$ cat src/rtl/psum_deskew_drain.sv
// psum_deskew_drain: deskews the systolic array's bottom-row partial sums into a
// result buffer, then drains it one row per valid/ready handshake.
module psum_deskew_drain #(
  parameter int N  = 10,
  parameter int DW = 16
) (
  input  logic                  clk,
  input  logic                  rst,
  input  logic                  start,
  input  logic                  psum_valid,
  input  logic [N*DW-1:0]       psum_in,
  output logic                  row_valid,
  input  logic                  row_ready,
  output logic [N*DW-1:0]       row_data,
  output logic [$clog2(N)-1:0]  row_idx,
  output logic                  row_last,
  output logic                  busy,
  output logic                  done,
  output logic                  overrun
);
  localparam int IW = $clog2(N);
  localparam int BW = $clog2(2*N-1);
  typedef enum logic [1:0] {IDLE, CAPTURE, DRAIN} state_t;
  state_t state_q, state_d;
  logic [BW-1:0] beat_q, beat_d;
  logic [IW-1:0] rd_q, rd_d;
  logic done_q, done_d, ovr_q, ovr_d;
  logic [N*DW-1:0] buf_q [N];
  logic [N*DW-1:0] buf_d [N];
  logic [N*DW-1:0] aligned;
  logic clr, shift;
  assign clr   = state_q == IDLE && start;
  assign shift = state_q == CAPTURE && psum_valid;
  // Lane j delays by N-1-j beats; stage 0 sits in the low bits, oldest beat on top.
  for (genvar j = 0; j < N; j++) begin : g_lane
    localparam int D = N - 1 - j;
    if (D == 0) begin : g_direct
      assign aligned[j*DW +: DW] = psum_in[j*DW +: DW];
    end else begin : g_sr
      logic [D*DW-1:0] sr_q, sr_d;
      always_comb sr_d = clr ? '0 : shift ? ((sr_q << DW) | (D*DW)'(psum_in[j*DW +: DW])) : sr_q;
      always_ff @(posedge clk or posedge rst)
        if (rst) sr_q <= '0;
        else sr_q <= sr_d;
      assign aligned[j*DW +: DW] = sr_q[D*DW-1 -: DW];
    end
  end
  always_comb begin
    state_d = state_q;
    beat_d  = beat_q;
    rd_d    = rd_q;
    done_d  = 1'b0;
    ovr_d   = ovr_q | (psum_valid && state_q != CAPTURE);
    buf_d   = buf_q;
    case (state_q)
      IDLE: if (start) begin
        state_d = CAPTURE;
        beat_d  = '0;
        ovr_d   = 1'b0;
      end
      CAPTURE: if (psum_valid) begin
        beat_d = beat_q + 1'b1;
        for (int r = 0; r < N; r++)
          if (beat_q == BW'(r + N - 1)) buf_d[r] = aligned;
        if (beat_q == BW'(2*N - 2)) begin
          state_d = DRAIN;
          rd_d    = '0;
        end
      end
      DRAIN: if (row_ready) begin
        rd_d = rd_q + 1'b1;
        if (rd_q == IW'(N - 1)) begin
          state_d = IDLE;
          rd_d    = '0;
          done_d  = 1'b1;
        end
      end
      default: state_d = IDLE;
    endcase
  end
  always_ff @(posedge clk or posedge rst) begin
    if (rst) begin
      state_q <= IDLE;
      beat_q  <= '0;
      rd_q    <= '0;
      done_q  <= 1'b0;
      ovr_q   <= 1'b0;
      for (int r = 0; r < N; r++) buf_q[r] <= '0;
    end else begin
      state_q <= state_d;
      beat_q  <= beat_d;
      rd_q    <= rd_d;
      done_q  <= done_d;
      ovr_q   <= ovr_d;
      buf_q   <= buf_d;
    end
  end
  assign row_valid = state_q == DRAIN;
  assign row_data  = row_valid ? buf_q[rd_q] : '0;
  assign row_idx   = rd_q;
  assign row_last  = row_valid && rd_q == IW'(N - 1);
  assign busy      = state_q != IDLE;
  assign done      = done_q;
  assign overrun   = ovr_q;
endmodule
$ cat config.mk
export PLATFORM = sky130hd
export DESIGN_NAME = psum_deskew_drain
export DESIGN_NICKNAME = d
export VERILOG_FILES = /design/src/rtl/psum_deskew_drain.sv
export SDC_FILE = /design/constraint.sdc
export NUM_CORES = 2
export LEC_CHECK = 0
export BUFFER_PORTS_ARGS = -buffer_cell sky130_fd_sc_hd__buf_2
export CORE_MARGIN = 5
export CORE_UTILIZATION = 57
export CTS_CLUSTER_SIZE = 8
export DETAILED_ROUTE_END_ITERATION = 8
export PLACE_DENSITY = 0.74
export SYNTH_ARGS = -nofsm -noshare
export SYNTH_HDL_FRONTEND = slang
export SYNTH_SLANG_ARGS = --single-unit
$ cat constraint.sdc
create_clock -name clk -period 83 [get_ports clk]
set_clock_uncertainty 0.15 [all_clocks]
set_input_delay 4.15 -clock clk [delete_from_list [all_inputs] [get_ports clk]]
set_output_delay 4.15 -clock clk [all_outputs]
set_load 0.02 [all_outputs]
==> flow_metrics.py <==
metrics = {
    "detailed_routing": {
        "vias_per_cell": 6.40,
        "vias": 58466,
        "drt-total-wl_mm": 239,
        "drtPass1Iterations": 6,
        "drc": 0,
        "wire_per_inst_um": 26.2,
        "antenna_left": 0,
        "dr.first_iter.drc_count": 4525,
    },
    "pwr": {
        "p_int_mw": 2.70,
        "comb_power_share_pct": 24.0,
        "swShare_pct": 30.0,
        "power_mw": 3.85,
        "powerDensity_nw_per_um2": 35.1,
        "p_leak_nw": 54.3,
        "p_switching_mw": 1.15,
        "ir_drop_mv": 0.0274,
        "sequentialPowerShare_pct": 45.0,
        "clockPowerShare_pct": 31.0,
    },
    "clocking": {
        "clk_latency_ps": 920,
        "cts_max_path_buffers": 4,
        "cts_sinks": 2333,
        "clk_pin_slew_ps": 50,
        "h-tree-depth": 5,
        "holdBufCountCts": 0,
        "cts-root-buf": "clkbuf_16",
        "cts.repair.resized": 0,
        "postCtsSetupRepairBufs": 0,
        "tritoncts": "yes",
        "cts_buffers": 342,
    },
    "logic_synthesis": {
        "synth.most_common_cell": "dfrtp_1",
        "synth_edf_count": 0,
        "synth_area_leaders": "dfrtp_1 59%, mux2_2 17%, a22o_1 6.4%, mux4_2 3.7%, mux2_1 3.4%",
        "yosysTopAreaCellShare_pct": 59.3,
        "synth_commonest_cells": "2333 x dfrtp_1, 1460 x mux2_2, 714 x a22o_1, 393 x clkbuf_1, 320 x mux2i_1",
        "netlist_area_um2": 98500,
        "synth_flop_cell": "dfrtp_1",
        "yosysWarnings": 0,
        "syn_avg_cell_area_um2": 14.7,
        "netlist.top_cell.by_area": "dfrtp_1",
        "synth_cell_types": 41,
        "netlist_instances": 6715,
        "seq_area_frac_synth_pct": 59.3,
        "ys_ff_latch": 2333,
        "synth-async-reset-ratio_pct": 100,
        "synth_nets": 6887,
    },
    "floorplan": {
        "fp.dieH_um": 426,
        "rows": 152,
        "die_w_um": 426,
        "ios": 334,
        "initial_utilization_pct": 57.3,
        "core-area_um2": 172000,
        "die_area_um2": 181000,
    },
    "sta": {
        "setup_ws_ps": 70780,
        "fin_setup_tns_ps": 0,
        "hold_viol": 0,
        "post-route-period-util_pct": 14.7,
        "whs_ps": 314,
        "slew_violations": 0,
        "period_minus_slack_ps": 12220,
        "setup_violations": 0,
        "fmax_mhz": 81.8,
        "worst_pin_slew_ps": 1230,
        "maxSlewHeadroom_pct": 18.3,
        "rsz0062_at_grt": "false",
    },
    "place": {
        "port_buffers": 333,
        "place_area_um2": 101000,
        "dpl_worst_slack_ps": 71630,
        "place_hpwl_mm": 127,
        "dp.cells": 8767,
        "finalWeightedCongestion": 0.762,
    },
    "finish": {
        "syn2layout_area_growth_pct": 11.6,
        "fin_util_pct": 64.0,
        "final_nets": 6973,
        "drive_gt1_share_pct": 35.7,
        "finalInstanceArea_um2": 110000,
        "n_fill_cell": 12265,
        "finalNonFillerCells": 9132,
    },
    "global_routing": {
        "antenna_found_initial": 6,
        "grt_pass1_wl_mm": 377,
        "grt_max_degree": 227,
        "first_global_vias": 62564,
        "grt.overflow.total": 0,
        "groute.usage.overall_pct": 26.7,
    },
    "job": {
        "cap_violations": 0,
    },
    "setup_path": {
        "cp.required_ps": 78700,
        "critPathLaunchType": "flip-flop",
        "end_kind": "output pin",
        "crit_fanout": 58,
        "cp_data_arrival_time_ps": 7920,
        "worst-setup-path-type": "reg -> out",
    },
    "hold_path": {
        "hold_class": "reg -> reg",
    },
    "outcome": {
        "status": "complete, no violations",
    },
}
[power by group through the flow]
stage	Sequential (mW)	Combinational, mW	Clock (mW)
global placement	1.73	0.899	0
global route	1.78	0.999	1.27
floorplan	1.63	0.792	0
CTS	1.73	0.930	1.22
finish	1.74	0.925	1.19
detailed placement	1.75	0.925	0
[flip-flops by register name, summed over array words and instances (netlist names)]
register          flops
done                  1
beat_q                5
state_q               2
g_lane.g_sr.sr_q    720
buf_q              1600
row_idx               4
overrun               1
[routing by layer]
metal  wire length (µm)  GRT usage [%]
met5                 13              0
met4               8110           9.29
met3              12500           4.64
met2             116000           42.9
met1             103000           37.1
[area by class of cell]
| type | count | area (µm²) | share of cell area [%] |
|---|---|---|---|
| diodes | 2 | 5.00 | 0.00456 |
| clock buffers | 357 | 8820 | 8.03 |
| clock inverters | 6 | 60.1 | 0.0547 |
| inverters | 9 | 41.3 | 0.0376 |
| multi-input cells | 3683 | 37100 | 33.8 |
| flip-flops and latches | 2333 | 58400 | 53.2 |
| well taps | 2310 | 2890 | 2.63 |
| repair buffers | 432 | 2510 | 2.28 |
[worst paths after layout]
check,startpoint,slack [ps],cells past startpoint,endpoint
max in group asynchronous,rst,75740,6,g_lane[2].g_sr.sr_q[33]
worst min register to register,g_lane[0].g_sr.sr_q[86],310,1,g_lane[0].g_sr.sr_q[102]
min in group asynchronous,rst,3170,2,buf_q[1218]
worst min-delay path,g_lane[0].g_sr.sr_q[86],310,1,g_lane[0].g_sr.sr_q[102]
worst max register to register,state_q[1],78560,6,buf_q[392]
worst max-delay path,row_idx[0],70780,10,row_data[86]
[worst max-delay path, cell delays in order (launching register included)]
cell	delay (ps)
dfrtp_4	1000
buf_4	880
buf_4	910
buf_4	850
buf_4	850
buf_4	880
mux2i_1	180
a221oi_1	320
o21ai_0	160
a21oi_1	450
buf_2	250
[layout by cell type, fill, tap and decap left out, types with 91 or more instances in the layout]
| master | count |
|---|---|
| a221oi_1 | 160 |
| nand2_1 | 184 |
| buf_2 | 333 |
| dfrtp_1 | 2329 |
| a21oi_1 | 168 |
| mux2_1 | 300 |
| mux2_2 | 1460 |
| mux4_2 | 160 |
| a22o_1 | 714 |
| clkbuf_16 | 351 |
| mux2i_1 | 320 |
| o21ai_0 | 164 |
| buf_4 | 91 |
[logic make-up (layout without fill, tap and decap cells)]
group | after synthesis | in the layout | synth area share [%]
other cells | 0 | 2 | 0
flops | 2333 | 2333 | 59.3
mux | 2240 | 2240 | 27.0
buf+inv | 699 | 804 | 3.11
simple gates | 222 | 222 | 0.940
xor+xnor | 2 | 2 | 0.0178
fa+ha+maj | 7 | 7 | 0.0889
compound gates | 1212 | 1212 | 9.51
Power figures use the tool's default switching activity.
